$ cat src/rtl/strip_placement_ctrl.sv
// Sequential placement controller for the three-strip placement datapath.
// Tracks strip occupancy, checks fit against the selector's choice and returns the placement result.
module strip_placement_ctrl #(
  parameter int STRIP_WIDTH = 128,
  parameter int W_BITS      = 8,
  parameter int CNT_BITS    = 8
) (
  input  logic                clk,
  input  logic                rst_n,
  input  logic                clear,
  input  logic                req_valid,
  input  logic [W_BITS-1:0]   req_width,
  output logic                req_ready,
  output logic [W_BITS-1:0]   occupied_width_1,
  output logic [W_BITS-1:0]   occupied_width_2,
  output logic [W_BITS-1:0]   occupied_width_3,
  input  logic [1:0]          min_occupied_width_no,
  output logic                place_valid,
  output logic                place_reject,
  output logic [1:0]          place_strip,
  output logic [W_BITS-1:0]   place_x,
  output logic [CNT_BITS-1:0] place_count
);

  typedef enum logic [1:0] {IDLE, EVAL, RESP} state_e;

  localparam logic [W_BITS:0] StripLimit = (W_BITS+1)'(STRIP_WIDTH);

  state_e              state_q;
  logic [W_BITS-1:0]   occ1_q, occ2_q, occ3_q;
  logic [W_BITS-1:0]   wReg_q;
  logic [W_BITS-1:0]   placeX_q;
  logic [1:0]          placeStrip_q;
  logic                placeValid_q;
  logic                placeReject_q;
  logic [CNT_BITS-1:0] count_q;

  logic [W_BITS-1:0]   occSel;
  logic [W_BITS:0]     occSum_d;
  logic                fit;

  // The sum carries one extra bit so an oversized program can never wrap into a false fit.
  always_comb begin
    occSel = '0;
    case (min_occupied_width_no)
      2'd1:    occSel = occ1_q;
      2'd2:    occSel = occ2_q;
      2'd3:    occSel = occ3_q;
      default: occSel = '0;
    endcase
    occSum_d = {1'b0, occSel} + {1'b0, wReg_q};
    fit      = (wReg_q != '0) && (min_occupied_width_no != 2'd0) && (occSum_d <= StripLimit);
  end

  always_ff @(posedge clk or negedge rst_n) begin
    if (!rst_n) begin
      state_q       <= IDLE;
      occ1_q        <= '0;
      occ2_q        <= '0;
      occ3_q        <= '0;
      wReg_q        <= '0;
      placeX_q      <= '0;
      placeStrip_q  <= 2'd0;
      placeValid_q  <= 1'b0;
      placeReject_q <= 1'b0;
      count_q       <= '0;
    end else begin
      placeValid_q <= 1'b0;
      case (state_q)
        IDLE: begin
          if (clear) begin
            occ1_q  <= '0;
            occ2_q  <= '0;
            occ3_q  <= '0;
            count_q <= '0;
          end else if (req_valid) begin
            wReg_q  <= req_width;
            state_q <= EVAL;
          end
        end
        EVAL: begin
          state_q      <= RESP;
          placeValid_q <= 1'b1;
          if (fit) begin
            case (min_occupied_width_no)
              2'd1:    occ1_q <= occSum_d[W_BITS-1:0];
              2'd2:    occ2_q <= occSum_d[W_BITS-1:0];
              2'd3:    occ3_q <= occSum_d[W_BITS-1:0];
              default: ;
            endcase
            placeX_q      <= occSel;
            placeStrip_q  <= min_occupied_width_no;
            placeReject_q <= 1'b0;
            if (count_q != '1) count_q <= count_q + CNT_BITS'(1);
          end else begin
            placeX_q      <= '0;
            placeStrip_q  <= 2'd0;
            placeReject_q <= 1'b1;
          end
        end
        RESP:    state_q <= IDLE;
        default: state_q <= IDLE;
      endcase
    end
  end

  assign req_ready        = (state_q == IDLE) && !clear;
  assign occupied_width_1 = occ1_q;
  assign occupied_width_2 = occ2_q;
  assign occupied_width_3 = occ3_q;
  assign place_valid      = placeValid_q;
  assign place_reject     = placeReject_q;
  assign place_strip      = placeStrip_q;
  assign place_x          = placeX_q;
  assign place_count      = count_q;

endmodule

$ cat config.mk
export PLATFORM = sky130hd
export DESIGN_NAME = strip_placement_ctrl
export DESIGN_NICKNAME = d
export VERILOG_FILES = /design/src/rtl/strip_placement_ctrl.sv
export SDC_FILE = /design/constraint.sdc
export NUM_CORES = 1
export LEC_CHECK = 0
export BUFFER_PORTS_ARGS = -buffer_cell sky130_fd_sc_hd__buf_2
export CAP_MARGIN = 40
export CORE_UTILIZATION = 33
export CTS_CLUSTER_DIAMETER = 200
export CTS_CLUSTER_SIZE = 12
export DETAILED_ROUTE_END_ITERATION = 10
export MAX_ROUTING_LAYER = met4
export PLACE_DENSITY_LB_ADDON = 0.12
export SETUP_SLACK_MARGIN = 0.4
export SLEW_MARGIN = 10
export SYNTH_ARGS = -nofsm -noshare
export SYNTH_HDL_FRONTEND = slang
export SYNTH_SLANG_ARGS = --single-unit
$ cat constraint.sdc
create_clock -name clk -period 7.5 [get_ports clk]
set_input_delay 1.125 -clock clk [delete_from_list [all_inputs] [get_ports clk]]
set_output_delay 1.125 -clock clk [all_outputs]
set_load 0.05 [all_outputs]
After elaboration in Yosys (flattened, before gate mapping)
Cells that the tools add are included.

Flip-flop bits (word level): 54. Bits of input ports: 14. Output and inout bits: 45. Word-level logic and storage cells: 62.

Add/sub/neg operators: 2. Order comparisons: 1. Equal/unequal tests: 13. Multiplexer cells: 21. Bitwise operators: 1. Reduce and logical (&&, ||, !) cells: 14.

Operators by type and width (number): $mux 8 (10); $pmux 8 s2 (4); $pmux 8 s3 (1); $reduce_and 4->1 (4); $ne 2x2->1 const B (5); $add 8x8->9 (1); $le 9x8->1 const B (1); $add 8x1->8 const B (1); $ne 8x8->1 const B (1); $reduce_bool 8->1 (1); $mux 2 (3); $ne 2x1->1 const B (3); $eq 2x1->1 const B (2); $eq 2x2->1 const B (2); $pmux 2 s2 (1); $reduce_bool 2->1 (2); $logic_and 1x1->1 (3); $reduce_and 3->1 (1); $logic_not 2->1 (1); $mux 1 (2); $reduce_and 2->1 (1); $logic_not 1->1 (1); $not 1->1 (1).

Logic depth before layout (Yosys ltp)
Word-level depth: 7. Mapped depth: 12.

Least setup slack after synthesis
OpenSTA, ideal clock, no wires.

Path kind: input to register. Start point: input min_occupied_width_no[0]. End point: register occ1_q[5] (netlist: occupied_width_1[5]). Library setup time: 0.142 ns. Data arrival time: 4.195 ns. Data required time: 7.358 ns. Slack: 3.164 ns. Stages: 11. Buffers on the path: 1. Path through: buf_1 mux2_2 a22o_1 ha_1 fa_1 xnor2_1 and3_1 o221ai_1 nor4b_4 o21ai_2 mux2i_1.

Cells in the longest elaborated chain, start to end: 7. Elaborated cells on any way between the ends: 15. Those cells by class: add/sub: 1; order compare: 1; eq/ne: 5; mux: 4; reduce/logical: 4.

RTL lines: start: declaration (RTL line 17) `input logic [1:0] min_occupied_width_no,`; $eq 2x2->1 / $eq 2x1->1 (equally long branches) (RTL line 45, 85); $pmux 8 s3 (RTL line 45) `case (min_occupied_width_no)`; $add 8x8->9 (RTL line 51) `occSum_d = {1'b0, occSel} + {1'b0, wReg_q};`; $le 9x8->1 (RTL line 52) `fit = (wReg_q != '0) && (min_occupied_width_no != 2'd0) && (occSum_d <= StripLimit);`; $logic_and 1x1->1 (RTL line 52); $ne 2x2->1 (no line); $reduce_and 4->1 (no line); end signal: assignment (RTL line 86) `2'd1: occ1_q <= occSum_d[W_BITS-1:0];`; end: declaration (RTL line 30) `logic [W_BITS-1:0] occ1_q, occ2_q, occ3_q;`.

Several ways; a longest one is shown, not always the timed one. The select of a mux whose other input is x is not followed. A chain may end at the register's enable or synchronous reset.

Worst setup path in the final report
Start point: input min_occupied_width_no[0]. End point: register occ1_q[1] (netlist: occupied_width_1[1]).

Same word-level chain as after synthesis.

==> flow_summary.ini <==
[status]
status = finished clean

[die]
initial_utilization = 0.3381
die_h_um = 96.29
coreArea_um2 = 8678
die_w_um = 96.29
die-area_um2 = 9272
rows = 34
ios = 59

[route]
totalWireLength_um = 7328
detail-route-antenna-nets = 0
vias = 2216
routedWlPerCell_um = 17.20
drt-initial-drc-count = 68
dr.pass1.iters = 4
via_per_inst = 5.202
drc = 0

[sta]
report.final.slew_viol_count = 0
timing.fmax_ghz = 0.2205
timing.final.crit_share = 0.6047
worst_pin_slew_ps = 822.5
post-route-min-period_ps = 4535
tns_ps = 0
max-slew-margin-rel = 0.4517
holdWs_ps = 509.9
setup_violations = 0
final_hold_viol_count = 0
rsz0062_at_grt = false
finalClockSkew_ps = 9.833

[critical_path]
startpoint_type = input pin
cp.arrival_ps = 4720
path_class = in -> reg
critPathLaunch = min_occupied_width_no[0]
regToRegSetupSlack_ps = 3900
cp-end-kind = flop
reg2reg_to = occupied_width_1[1]
reg2reg_from = occupied_width_2[0]
crit_end = occupied_width_1[1]
cp.required_ps = 7680
crit_fanout = 13
ff2ff_path_depth = 10

[clock_network]
clock-root-buffer = clkbuf_8
cts_repair_resize_count = 0
cts_hold_buf = 0
cts_htree_levels = 2
numCtsBuffers = 5
post_cts_buffers = 0
cts_tree = yes
clkSlewWorstSetupHoldPaths_ps = 100
clk_path_buf_depth = 2
cts.sinks = 54
insertion_delay_ps = 320

[yosys]
ys.flop_type = dfrtp_1
syn_nets = 285
ys_ff_latch = 54
synth_seq_area_share = 0.4606
netlist-cell-type-count = 51
syn_inst = 261
synth_area_um2 = 2934
synthArstFlopShare = 1.000
yosysWarnings = 0
synth_edf_count = 0
syn_area_per_cell_um2 = 11.24

[power_and_ir_drop]
p_leak_nw = 1.846
vdd.ir_drop.worst_uv = 81.23
power_density_nw_per_um2 = 211.9
power_mw = 0.7306

[grt]
grt_max_degree = 55
overflow = 0
antenna_found_initial = 0
gr-max-usage-layer = met2
grt_pass1_vias = 2269
grtUsageTotal = 0.1785
grt_use_met1 = 0.2346
grt_pass1_wl_um = 12030
use_met2 = 0.2878
grt_use_met3 = 0.02686

[cells_and_area]
regArea_um2 = 1351
diodes = 0
final_cell_mix = 58 x buf_2, 54 x dfrtp_1, 30 x nand2_1, 25 x mux2i_1, 18 x a22o_1
areaGrowthSynthToFinish_pct = 17.53
multiInputGateArea_um2 = 1509
final_nets = 341
drive_above_1_share = 0.3019
fillCellCount = 894
layout_commonest_cell = buf_2

[placed_design]
dp_hpwl_um = 5350
routabilityCongestion = 0.7964
port_buffers = 58

[hold_path]
hold_class = reg -> reg
hold_depth = 1

[job]
cap_violations = 0
## synth_stat cells, types with 6 or more instances
| master | n | area share |
|---|---|---|
| dfrtp_1 | 54 | 0.46 |
| nand2_1 | 30 | 0.038 |
| mux2i_1 | 25 | 0.085 |
| a22o_1 | 18 | 0.054 |
| mux2_2 | 16 | 0.061 |
| ha_1 | 9 | 0.038 |
| a21oi_1 | 6 | 0.010 |
| nand3_1 | 6 | 0.010 |
| nor3_1 | 6 | 0.010 |
| o21ai_0 | 6 | 0.010 |
| o22a_1 | 6 | 0.018 |
## cells by family after synthesis
logic type | Yosys count | share of synthesized area
simple gates | 75 | 0.1382
compound gates | 62 | 0.1753
flops | 54 | 0.4606
mux | 41 | 0.1467
buf+inv | 16 | 0.02516
fa+ha+maj | 10 | 0.04520
xor+xnor | 3 | 0.008957
## metrics by stage
step                      setup slack [ps]    util  cells  instance area, µm²
after CTS                             2983  0.3973    426                3448
after floorplan                       3164       -    261                2934
after global placement                2717  0.3816    417                3312
after detailed placement              2629  0.3848    418                3339
final                                 2965  0.3973    426                3448
after global routing                  2519  0.3973    426                3448
## cell type report
type | instances | area share
clock buffers | 5 | 0.01996
well taps | 108 | 0.03919
inverters | 5 | 0.005443
multi-input cells | 191 | 0.4376
clock inverters | 3 | 0.01161
repair buffers | 60 | 0.09434
flip-flops and latches | 54 | 0.3919
## flip-flops by register name (all words and copies together) (netlist names)
register and cells:
occupied_width_2 8, place_count 8, state_q 2, occupied_width_3 8, place_reject 1, wReg_q 8
place_valid 1, occupied_width_1 8, place_strip 2, place_x 8
## worst min path at each step
stage / startpoint / to / slack, ps
after floorplan: wReg_q[0] / wReg_q[0] / 510
after global placement: place_x[2] / place_x[2] / 490
after detailed placement: place_x[2] / place_x[2] / 490
after CTS: place_x[2] / place_x[2] / 510
after global routing: place_x[2] / place_x[2] / 520
final: place_x[0] / place_x[0] / 510
## routing by layer
| metal | up-vias | part of all wire | wire length [µm] |
|---|---|---|---|
| met5 | - | 0 | 0 |
| met4 | 0 | 0.010 | 75 |
| met3 | 9 | 0.030 | 218 |
| met2 | 42 | 0.48 | 3493 |
| met1 | 1087 | 0.48 | 3541 |
| li1 | 1078 | - | - |
## power by group
part	switching [mW]	leakage [nW]	internal (mW)
clock network	0.101	0.0579	0.0985
registers	0.0197	0.728	0.313
logic	0.133	1.06	0.0659
total	0.253	1.85	0.477
## critical path, cell delays in order
cell,delay [ps]
buf_2,300
nor2b_1,640
a22o_1,310
ha_1,220
fa_1,430
inv_1,150
and3_1,180
o221ai_1,220
nor4b_4,600
o21ai_2,330
mux2i_1,200
No activity file was read; power rests on OpenSTA's default activity.
